`src/rtl/rotr_serial.sv`:
```
// Serial right-rotator: rotates in_data right by in_sh, one bit per clock.
// Ports: clk, rst (async high); in_data/in_sh/in_valid/in_ready request;
// out_q/out_valid/out_ready result; busy while not idle.
module rotr_serial #(
  parameter int W  = 8,
  parameter int SW = $clog2(W)
) (
  input  logic          clk,
  input  logic          rst,
  input  logic [W-1:0]  in_data,
  input  logic [SW-1:0] in_sh,
  input  logic          in_valid,
  output logic          in_ready,
  output logic [W-1:0]  out_q,
  output logic          out_valid,
  input  logic          out_ready,
  output logic          busy
);

  typedef enum logic [1:0] {
    IDLE  = 2'd0,
    SHIFT = 2'd1,
    DONE  = 2'd2
  } state_t;

  state_t        state, state_nxt;
  logic [W-1:0]  data, data_nxt;
  logic [SW-1:0] cnt, cnt_nxt;

  always_ff @(posedge clk or posedge rst) begin
    if (rst) begin
      state <= IDLE;
      data  <= '0;
      cnt   <= '0;
    end else begin
      state <= state_nxt;
      data  <= data_nxt;
      cnt   <= cnt_nxt;
    end
  end

  always_comb begin
    state_nxt = state;
    data_nxt  = data;
    cnt_nxt   = cnt;
    in_ready  = 1'b0;
    out_valid = 1'b0;
    busy      = 1'b1;
    unique case (state)
      IDLE: begin
        in_ready = 1'b1;
        busy     = 1'b0;
        if (in_valid) begin
          data_nxt  = in_data;
          cnt_nxt   = in_sh;
          state_nxt = (in_sh == '0) ? DONE : SHIFT;
        end
      end
      SHIFT: begin
        // One-bit right rotate per edge; leaving on the last step.
        data_nxt = {data[0], data[W-1:1]};
        cnt_nxt  = cnt - 1'b1;
        if (cnt == SW'(1))
          state_nxt = DONE;
      end
      DONE: begin
        out_valid = 1'b1;
        if (out_ready)
          state_nxt = IDLE;
      end
      default: begin
        state_nxt = IDLE;
      end
    endcase
  end

  assign out_q = data;

endmodule

```
`config.mk`:
```
export PLATFORM = sky130hd
export DESIGN_NAME = rotr_serial
export DESIGN_NICKNAME = d
export VERILOG_FILES = /design/src/rtl/rotr_serial.sv
export SDC_FILE = /design/constraint.sdc
export NUM_CORES = 1
export LEC_CHECK = 0
export CAP_MARGIN = 20
export CORE_MARGIN = 2
export CORE_UTILIZATION = 47
export DETAILED_ROUTE_END_ITERATION = 12
export PLACE_DENSITY = 0.82
export SLEW_MARGIN = 40
export SYNTH_ARGS = -nofsm -noshare
export SYNTH_HDL_FRONTEND = slang
export SYNTH_SLANG_ARGS = --single-unit
```
`constraint.sdc`:
```
create_clock -name clk -period 3.6 [get_ports clk]
set_clock_uncertainty 0.05 [all_clocks]
set_input_delay 0.36 -clock clk [delete_from_list [all_inputs] [get_ports clk]]
set_output_delay 0.36 -clock clk [all_outputs]
set_load 0.01 [all_outputs]
```
* Word-level counts from Yosys, hierarchy flattened
Cells that the tools add are included.
** Storage, ports and cells
- Input bits :: 15
- Flip-flop bits (word level) :: 13
** Operators by class
- $add $sub $neg :: 1
- Eq/ne operators :: 6
- Reductions and logical operators :: 5
- Muxes and demuxes :: 12
** Operators by type and width (number)
- $pmux 8 s2 :: 1
- $mux 2 :: 4
- $mux 8 :: 1
- $ne 2x2->1 const B :: 3
- $pmux 2 s3 :: 1
- $pmux 3 s2 :: 1
- $eq 3x1->1 const B :: 1
- $logic_not 3->1 :: 1
- $mux 1 :: 3
- $mux 3 :: 1
- $reduce_and 3->1 :: 1
- $sub 3x1->3 const B :: 1
- $eq 2x1->1 const B :: 1
- $eq 2x2->1 const B :: 1
- $logic_not 2->1 :: 1
- $reduce_and 2->1 :: 1
- $reduce_bool 2->1 :: 1

* Logic depth before layout (Yosys ltp)
- Depth after elaboration :: 4
- Depth in mapped cells :: 5
- Depth with buffers taken out :: 5

* Worst setup path after synthesis
OpenSTA, ideal clock, no wires.
- Path type :: reg-to-output
- From :: register state[1]
- To :: output busy
- Buffers on the path :: 2
- Arrival :: 0.951 ns
- Path slack :: 2.239 ns
- Data required time :: 3.190 ns
- Cell stages (with the launch flop) :: 5
- Cell sequence :: dfrtp_1 buf_6 buf_4 nor2_1 inv_1
** On the way
- Longest elaborated chain between the ends :: 2
** Ends and longest elaborated chain
- from (decl) :: line 26 : state_t state, state_nxt;
- from (signal assigned) :: line 36 : state <= state_nxt;
- $logic_not 2->1 :: line 49 : unique case (state)
- $mux 1 :: line 49
- to (decl) :: line 17 : output logic busy
No other way between the ends.

* Worst setup path in the final report
- From :: register state[1]
- To :: output out_valid
** On the way
- Longest elaborated chain between the ends :: 2
** Ends and longest elaborated chain
- $eq 2x2->1 :: line 49
- $mux 1 :: line 49
- to (decl) :: line 15 : output logic out_valid,
No other way between the ends.

==> key figures <==
Drt
  – DR iter-0 viols: 21
  – WL final: 1810 um
  – Drt via density: 5.66
  – Drt first pass iters: 4
  – Routed Antenna Nets: 0
  – Detailed-route DRC error count: 0
  – Avg WL per Cell: 14.8 um
  – DR vias: 691

Worst setup path
  – Critical path startpoint category: flip-flop
  – Worst Setup End Kind: output pin
  – Worst reg2reg path endpoint: cnt[2]
  – CP required: 3190 ps
  – CP cell instances: and2b_2 -> clkdlybuf4s50_1
  – Data arrival, critical path: 1790 ps
  – Worst r2r path cells: 3
  – Slowest CP cell: dfrtp_1
  – Buf/Inv on CP: 1
  – Worst path max stage delay: 760 ps
  – R2R Setup Slk: 2110 ps
  – CP Max Fanout: 17
  – Worst flop-to-flop path startpoint: state[1]
  – Family with the most delay on the worst path: flip-flops
  – Setup CP Type: reg -> out

Placed design
  – Final Wtd Congestion: 0.702
  – DP HPWL: 1260 um
  – Area after DPL: 1010 um^2
  – Number of port buffers: 25

Global route
  – Largest net degree at the start of global routing: 19
  – Total GRT Usage: 0.215
  – First-pass GRT wire length: 3150 um
  – Total grt overflow: 0
  – Vias in the first global route: 688
  – Initial antenna violation count: 0

Clocking
  – Clock transition at path regs: 80 ps
  – CTS Sinks: 13
  – Skew-Pair Late Insertion Delay: 270 ps
  – Setup Buffers After CTS: 0
  – Post-cts sizing count: 0
  – Maximum root-to-sink buffer count: 2
  – H-tree depth: 1
  – Number of CTS-inserted buffers: 3
  – CTS Hold Bufs: 0
  – Root Driver: clkbuf_4
  – CTS tree: yes

Synth
  – #FFs+latches synth: 13
  – Sequential area share after synthesis: 0.411
  – Synth top area cells: dfrtp_1 41%, a22oi_1 8.5%, nor2b_1 7.9%
  – Syn Nets: 100
  – Largest area contributor in the netlist: dfrtp_1
  – Yosys cell types: 22
  – Synth top area share: 0.411
  – Post-Syn Area per Cell: 9.53 um^2
  – Synth warnings: 0
  – Mapped cell area: 791 um^2
  – Syn Inst Count: 83

Floorplanning
  – Ports: 26
  – Chip height: 45.0 um
  – Initial Util: 0.513
  – Core Rows: 14
  – Core area: 1540 um^2
  – Chip width: 45.0 um
  – Die area: 2030 um^2

Power
  – Leak: 0.439 nW
  – Power density over cell area: 835 nW/um^2
  – Total Power: 865 uW
  – Peak VDD IR: 527 uV

Timing
  – WHS: 360 ps
  – Fin crit period: 2200 ps
  – Highest Clock Rate: 454 MHz
  – Final Slew Violations: 0
  – RSZ-0062 raised after global routing: false
  – Total negative setup slack: 0 ps
  – Final Hold Viols: 0
  – Endpoints failing setup: 0
  – Max_slew headroom: 0.569
  – Final worst-path cycle share: 0.612
  – Worst Max-Slew Pin Slew: 646 ps

Worst hold path
  – Hold WC Path Type: in -> async

Status
  – Status: complete, no violations

Cells and area
  – Layout cells sized above 1: 0.0755
  – Post-route cell area: 1040 um^2
  – Fin nets: 124
  – Antenna cells: 0
  – P&R area growth vs syn: 31.0%

Run
  – Maxcap violations: 0
## layer usage
layer | GRT usage | wire length (um) | vias to the layer above
li1 | - | - | 341
met1 | 0.288 | 863 | 331
met2 | 0.351 | 862 | 17
met3 | 0.0360 | 66 | 2
met4 | 0.0706 | 14 | 0
met5 | 0 | 0 | -
## cell families after synthesis
logic type / synth area share
AOI/OAI and AO/OA: 0.271
buffers and inverters: 0.0933
muxes: 0.0127
DFF: 0.411
adders and majority gates: 0.0316
and+or+nand+nor: 0.180
## through the flow
stage,utilization,cells,setup WS [ps]
4_1_cts,0.672,122,1410
6_report,0.672,122,1400
5_1_grt,0.672,122,1300
2_1_floorplan,-,83,2240
3_5_place_dp,0.655,118,1630
3_3_place_gp,0.655,118,1690
## layout by cell type (no fill, tap or decap), types with 2 or more instances in the layout
master / netlist / layout
o21ai_1: 3 / 3
and2b_2: 2 / 2
clkdlybuf4s50_1: 0 / 25
a2bb2oi_1: 2 / 2
inv_1: 6 / 6
ha_1: 2 / 2
nor2b_1: 10 / 10
a21oi_1: 11 / 11
dfrtp_1: 13 / 13
o21ai_0: 10 / 10
a22oi_1: 9 / 9
nor2b_4: 2 / 2
clkbuf_4: 0 / 3
## cells in the mapped netlist, drive strengths merged
master and n:
dfrtp 13, o21ai 13, nor2b 12, a21oi 11, a22oi 9, inv 6
buf 5, a2bb2oi 2, and2b 2, ha 2, a221oi 1, and3b 1
clkbuf 1, mux2i 1, nand3b 1, nor2 1, nor3 1, or3b 1
## sequential cells by signal, indices dropped and copies added (netlist names)
register and cells:
cnt 3, out_q 8, state 2
## how the worst max path moves through the flow
| stage | startpoint | depth (start not counted) | slack, ps | to |
|---|---|---|---|---|
| after detailed placement | in_valid | 4 | 1630 | out_q[7] |
| after global routing | state[1] | 2 | 1300 | out_valid |
| after global placement | state[1] | 2 | 1690 | out_valid |
| final | state[1] | 2 | 1400 | out_valid |
| after CTS | state[1] | 2 | 1410 | out_valid |
| after floorplan | state[1] | 4 | 2240 | busy |
## power breakdown
part           switching, mW  total [mW]  internal [mW]
clock                 0.0475      0.0903         0.0428
combinational          0.194       0.444          0.250
sequential             0.112       0.330          0.218
total                  0.354       0.865          0.511
## cell type report
class	instances	area [um^2]
multi-input combinational	58	392
fill	138	505
sequential	13	325
clock buffer	4	26.3
timing repair buffer	25	250
inverter	6	22.5
tap	16	20.0
(Power assumes the default switching activity.)
